`config.mk`:
```
export PLATFORM = sky130hd
export DESIGN_NAME = inta_cycle_initiator_flat
export DESIGN_NICKNAME = d
export VERILOG_FILES = /design/src/rtl/inta_cycle_initiator_pkg.sv /design/src/rtl/inta_cycle_initiator_if.sv /design/src/rtl/inta_cycle_initiator_pulse_timer.sv /design/src/rtl/inta_cycle_initiator.sv /design/src/flat_wrapper.sv
export SDC_FILE = /design/constraint.sdc
export NUM_CORES = 1
export LEC_CHECK = 0
export CORE_UTILIZATION = 48
export CTS_CLUSTER_DIAMETER = 50
export DETAILED_ROUTE_END_ITERATION = 12
export GPL_TIMING_DRIVEN = 1
export PLACE_DENSITY_LB_ADDON = 0.15
export SYNTH_ARGS = -nofsm -noshare
export SYNTH_HDL_FRONTEND = slang
export SYNTH_SLANG_ARGS = --single-unit
```
`constraint.sdc`:
```
create_clock -name clk -period 2.8 [get_ports clk]
set_input_delay 0.28 -clock clk [delete_from_list [all_inputs] [get_ports clk]]
set_output_delay 0.28 -clock clk [all_outputs]
set_load 0.1 [all_outputs]
```
`src/rtl/inta_cycle_initiator_pkg.sv`:
```
// Shared types and constants for the CPU-side interrupt-acknowledge initiator.
package inta_cycle_initiator_pkg;

  typedef enum logic [2:0] {
    IDLE     = 3'd0,
    INTA1    = 3'd1,
    GAP      = 3'd2,
    INTA2    = 3'd3,
    WAIT_ACK = 3'd4
  } state_t;

  localparam int VEC_W         = 8;
  localparam int DEF_INTA_LOW  = 2;
  localparam int DEF_INTA_GAP  = 2;
  localparam int DEF_CNT_W     = 4;

endpackage

```
`src/rtl/inta_cycle_initiator_if.sv`:
```
// PIC-facing pins plus the vector handshake toward the CPU core.
interface inta_cycle_initiator_if;
  import inta_cycle_initiator_pkg::*;

  logic             int_req;
  logic             int_en;
  logic [VEC_W-1:0] d_in;
  logic             vector_ack;
  logic             inta_n;
  logic             lock_n;
  logic [VEC_W-1:0] vector;
  logic             vector_valid;
  logic             busy;

  modport master (
    input  int_req, int_en, d_in, vector_ack,
    output inta_n, lock_n, vector, vector_valid, busy
  );

  modport slave (
    output int_req, int_en, d_in, vector_ack,
    input  inta_n, lock_n, vector, vector_valid, busy
  );

endinterface

```
`src/rtl/inta_cycle_initiator_pulse_timer.sv`:
```
// Interval timer shared by the INTA_n low pulses and the gap between them.
module inta_cycle_initiator_pulse_timer #(
  parameter int CNT_W = 4
) (
  input  logic             clk,
  input  logic             rst,
  input  logic             start,
  input  logic [CNT_W-1:0] term,
  output logic             done
);

  logic [CNT_W-1:0] count;

  assign done = (count == term);

  // Holds at the terminal count instead of wrapping when a state lingers.
  always_ff @(posedge clk) begin
    if (rst) begin
      count <= '0;
    end else if (start) begin
      count <= '0;
    end else if (!done) begin
      count <= count + 1'b1;
    end
  end

endmodule

```
`src/rtl/inta_cycle_initiator.sv`:
```
// Runs the two-pulse INTA_n sequence when INT is taken and latches the vector off D.
module inta_cycle_initiator
  import inta_cycle_initiator_pkg::*;
#(
  parameter int INTA_LOW = DEF_INTA_LOW,
  parameter int INTA_GAP = DEF_INTA_GAP,
  parameter int CNT_W    = DEF_CNT_W
) (
  input  logic                    clk,
  input  logic                    rst,
  inta_cycle_initiator_if.master  bus
);

  localparam logic [CNT_W-1:0] LOW_TC = CNT_W'(INTA_LOW - 1);
  localparam logic [CNT_W-1:0] GAP_TC = CNT_W'(INTA_GAP - 1);

  state_t           state;
  state_t           state_next;
  logic [CNT_W-1:0] term;
  logic             done;
  logic             start;

  inta_cycle_initiator_pulse_timer #(
    .CNT_W (CNT_W)
  ) timer (
    .clk   (clk),
    .rst   (rst),
    .start (start),
    .term  (term),
    .done  (done)
  );

  assign start = (state_next != state);

  always_comb begin
    state_next = state;
    term       = '0;
    case (state)
      IDLE: begin
        if (bus.int_req && bus.int_en) state_next = INTA1;
      end
      INTA1: begin
        term = LOW_TC;
        if (done) state_next = GAP;
      end
      GAP: begin
        term = GAP_TC;
        if (done) state_next = INTA2;
      end
      INTA2: begin
        term = LOW_TC;
        if (done) state_next = WAIT_ACK;
      end
      WAIT_ACK: begin
        if (bus.vector_ack) state_next = IDLE;
      end
      default: state_next = IDLE;
    endcase
  end

  always_ff @(posedge clk) begin
    if (rst) begin
      state <= IDLE;
    end else begin
      state <= state_next;
    end
  end

  // Pin outputs are decoded from the upcoming state so they change on the same edge as the FSM.
  always_ff @(posedge clk) begin
    if (rst) begin
      bus.inta_n       <= 1'b1;
      bus.lock_n       <= 1'b1;
      bus.busy         <= 1'b0;
      bus.vector       <= '0;
      bus.vector_valid <= 1'b0;
    end else begin
      bus.inta_n <= !(state_next == INTA1 || state_next == INTA2);
      bus.lock_n <= !(state_next == INTA1 || state_next == GAP || state_next == INTA2);
      bus.busy   <= (state_next != IDLE);
      if (state == INTA2 && done) begin
        bus.vector       <= bus.d_in;
        bus.vector_valid <= 1'b1;
      end else if (state == WAIT_ACK && bus.vector_ack) begin
        bus.vector_valid <= 1'b0;
      end
    end
  end

endmodule

```
`src/flat_wrapper.sv`:
```
// flat-port wrapper written by rule: the top's interface ports become plain ports
module inta_cycle_initiator_flat import inta_cycle_initiator_pkg::*;
#(
  parameter int INTA_LOW = DEF_INTA_LOW,
  parameter int INTA_GAP = DEF_INTA_GAP,
  parameter int CNT_W    = DEF_CNT_W
)
  (clk, rst, bus_int_req, bus_int_en, bus_d_in, bus_vector_ack, bus_inta_n, bus_lock_n, bus_vector, bus_vector_valid, bus_busy);
  inta_cycle_initiator_if bus_i ();
  input  logic clk;
  input  logic rst;
  input wire logic [$bits(bus_i.int_req)-1:0] bus_int_req;
  input wire logic [$bits(bus_i.int_en)-1:0] bus_int_en;
  input wire logic [$bits(bus_i.d_in)-1:0] bus_d_in;
  input wire logic [$bits(bus_i.vector_ack)-1:0] bus_vector_ack;
  output wire logic [$bits(bus_i.inta_n)-1:0] bus_inta_n;
  output wire logic [$bits(bus_i.lock_n)-1:0] bus_lock_n;
  output wire logic [$bits(bus_i.vector)-1:0] bus_vector;
  output wire logic [$bits(bus_i.vector_valid)-1:0] bus_vector_valid;
  output wire logic [$bits(bus_i.busy)-1:0] bus_busy;
  assign bus_i.int_req = bus_int_req;
  assign bus_i.int_en = bus_int_en;
  assign bus_i.d_in = bus_d_in;
  assign bus_i.vector_ack = bus_vector_ack;
  assign bus_inta_n = bus_i.inta_n;
  assign bus_lock_n = bus_i.lock_n;
  assign bus_vector = bus_i.vector;
  assign bus_vector_valid = bus_i.vector_valid;
  assign bus_busy = bus_i.busy;
  inta_cycle_initiator #(.INTA_LOW(INTA_LOW), .INTA_GAP(INTA_GAP), .CNT_W(CNT_W)) u_core (.clk(clk), .rst(rst), .bus(bus_i));
endmodule
```
==> key figures <==
Power
  – Sequential share of power: 0.557
  – Internal power: 0.3662 mW
  – Clock network power share: 0.272
  – Power Dens Cells: 495.8 mW/mm^2
  – Switch share: 0.2905
  – Leak Pwr: 0.4103 nW
  – Net Switching: 0.1499 mW
  – Comb pwr share: 0.171
  – Design Power: 0.5162 mW
  – Worst vdd ir: about 0.33 mV

Critical path
  – Critical path class: flop to flop
  – Worst Path Arrival: 1.98 ns
  – CP cell instances: or4b_4 -> nor3_2 -> buf_4 -> mux2i_1 -> nor2_1
  – R2R setup slack: 1.00 ns
  – CP max-delay cell: or4b_4
  – Worst setup EP type: flop
  – CP max stage delay: 0.53 ns
  – Startpoint types: flop
  – Worst Path Max Fanout: 10
  – Required @ worst endpoint: 2.99 ns

Placed design
  – Post-DP HPWL: between 1000 and 1500 microns
  – GPL Wtd Cong: between 0.7 and 0.8
  – Post-Place Worst Slack: roughly 1 ns
  – Post-Place Cells: approximately 120
  – # port buffers: 24

CTS
  – CTS clk-pin slew, worst paths: 0.11 ns
  – H-tree depth: 1
  – Resize count post-CTS: 0
  – CTS tree: built
  – Total CTS buffers: 3
  – Clock sink total: 19
  – Total setup buffers inserted after CTS: 0
  – Clock latency on the worst-skew pair: 0.30 ns
  – Root buffer cell: clkbuf_4
  – Post-CTS Hold Buffers: 0
  – CTS max path bufs: 2

Timing
  – TNS Setup: 0 ns
  – Pins Over Slew Limit: 0
  – Slew headroom: 0.6325
  – Min cycle time layout: around 1.8 ns
  – Worst setup margin: 1.001 ns
  – Period utilization: 0.6425
  – Fmax achieved: 555.9 MHz
  – Slew @ Worst Pin: 0.5495 ns
  – Endpoints failing setup: 0
  – Final Hold Viols: 0
  – RSZ-0062 raised after global routing: no
  – Layout Skew: 0.005592 ns

Logic synthesis
  – Asr flop ratio synth: 0
  – Post-Synthesis Cells: 86
  – Primary FF master, synth: dfxtp_1
  – Synth top area share: 0.4699
  – Mean Syn Cell Area: about 9.4 sq um
  – EDFF count, synth: 0
  – YS warnings: 0
  – Area contributors post-synth: dfxtp_1 (47%), mux2i_1 (9.9%), nor2_1 (7.4%)
  – Sequential area share after synthesis: 0.4699
  – Number of synthesized register bits: 19
  – Area leader, netlist: dfxtp_1
  – Count of cell types in the netlist: 28
  – Syn_nets: 100
  – Post-Syn Area: around 800 sq um

Finish
  – Layout area overhead: 28.59%
  – Util after Layout: 0.6753
  – Commonest non-fill, non-tap cell in the layout: dfxtp_1
  – Most frequent cells in the layout: dfxtp_1 (19), nor2_1 (16), buf_4 (13), clkdlybuf4s50_1 (12), mux2i_1 (8)
  – Fin nets: 124
  – Layout cells sized above 1: 0.1927
  – Non-filler instance count after layout: 125
  – Antenna Cells: 0

Global routing
  – Largest net degree at the start of global routing: 17
  – Vias in the first global route: 656
  – Overflow left after global routing: 0
  – First-pass GRT wire length: 2739 microns
  – Initial antenna violation count: 0
  – Global-route usage over all layers: 0.1988

Detailed routing
  – First-pass DRT Iterations: 4
  – WL/cell: 12.15 microns
  – Via count: 703
  – ANT nets after route: 0
  – DRC: 0
  – Vias per inst: ~5.6
  – Initial drt markers: 6
  – Routed WL: ~1500 microns

Die
  – Die Ht: 43.07 microns
  – DIE AREA: 0.001855 sq mm
  – Core Box Area: 0.001541 sq mm
  – Starting Density: 0.5252
  – Ports: 25
  – Die W: 43.07 microns
  – Row cnt: 14

Flow run
  – Max_cap viols: 0

Min path
  – Worst Hold Class: flop to flop

Status
  – Status: complete, no violations
==> path summary, 6_finish.rpt <==
path	from	cells past startpoint	end
min reg2reg	u_core.bus.vector[7]$_SDFFE_PP0P_	2	u_core.bus.vector[7]$_SDFFE_PP0P_
max	u_core.timer.count[0]$_SDFFE_PP0N_	5	u_core.bus.vector[3]$_SDFFE_PP0P_
min	u_core.bus.vector[7]$_SDFFE_PP0P_	2	u_core.bus.vector[7]$_SDFFE_PP0P_
max reg2reg	u_core.timer.count[0]$_SDFFE_PP0N_	5	u_core.bus.vector[3]$_SDFFE_PP0P_
==> metrics by stage <==
stage	instance area [sq um]	hold slack, ns
CTS	1041	0.5189
finish	1041	0.5111
global route	1041	0.5574
global placement	1013	0.4773
floorplan	809.5	0.3567
detailed placement	1013	0.4866
==> worst max-delay path: cells and delay by family (launching register included) <==
| kind | cells | cell delay (ns) |
|---|---|---|
| mux | 1 | 0.21 |
| buf+inv | 1 | 0.23 |
| flops | 1 | 0.49 |
| simple gates | 3 | 0.76 |
==> state kept, by name (all words and copies together), names as in the netlist <==
name / flops
u_core.bus.vector: 8
u_core.timer.count: 4
u_core.state: 3
u_core.bus.busy: 1
u_core.bus.inta_n: 1
u_core.bus.lock_n: 1
u_core.bus.vector_valid: 1
==> cell type report <==
cell class	count	area (sq um)
repair buffers	25	217.7
flip-flops and latches	19	380.4
well taps	16	20.02
multi-input cells	59	387.9
fillers	132	500.5
clock buffers	3	22.52
clock inverters	1	5.005
inverters	2	7.507
==> per-layer routing <==
metal | up-vias | wire length, microns | GRT usage
met5 | - | 0 | 0
met4 | 0 | 33 | 0.1091
met3 | 5 | 77 | 0.05532
met2 | 19 | 727 | 0.3152
met1 | 332 | 681 | 0.2414
li1 | 347 | - | -
==> cell families (layout without fill, tap and decap cells) <==
family,count (synthesis),in the layout,synth area share
simple gates,33,33,0.2056
mux,9,9,0.1128
fa+ha+maj,1,1,0.01545
compound gates,12,12,0.1020
buf+inv,8,31,0.05101
xor+xnor,4,4,0.04328
flops,19,19,0.4699
==> cells in the mapped netlist (2+ instances only) <==
cell type  number
xor2_1          3
nor3_1          4
a31oi_1         2
mux2i_1         8
o21ai_0         2
dfxtp_1        19
a21oi_1         3
inv_1           2
nor4b_1         2
nand2_1         3
nand3_1         3
nor2_1         16
clkbuf_1        4
==> power groups by stage <==
stage	clock network (mW)	logic, mW	registers, mW
floorplan	0	0.0369	0.316
finish	0.140	0.0884	0.287
global route	0.152	0.0962	0.289
CTS	0.140	0.0889	0.287
detailed placement	0	0.0882	0.294
global placement	0	0.0876	0.294
(Power assumes the default switching activity.)
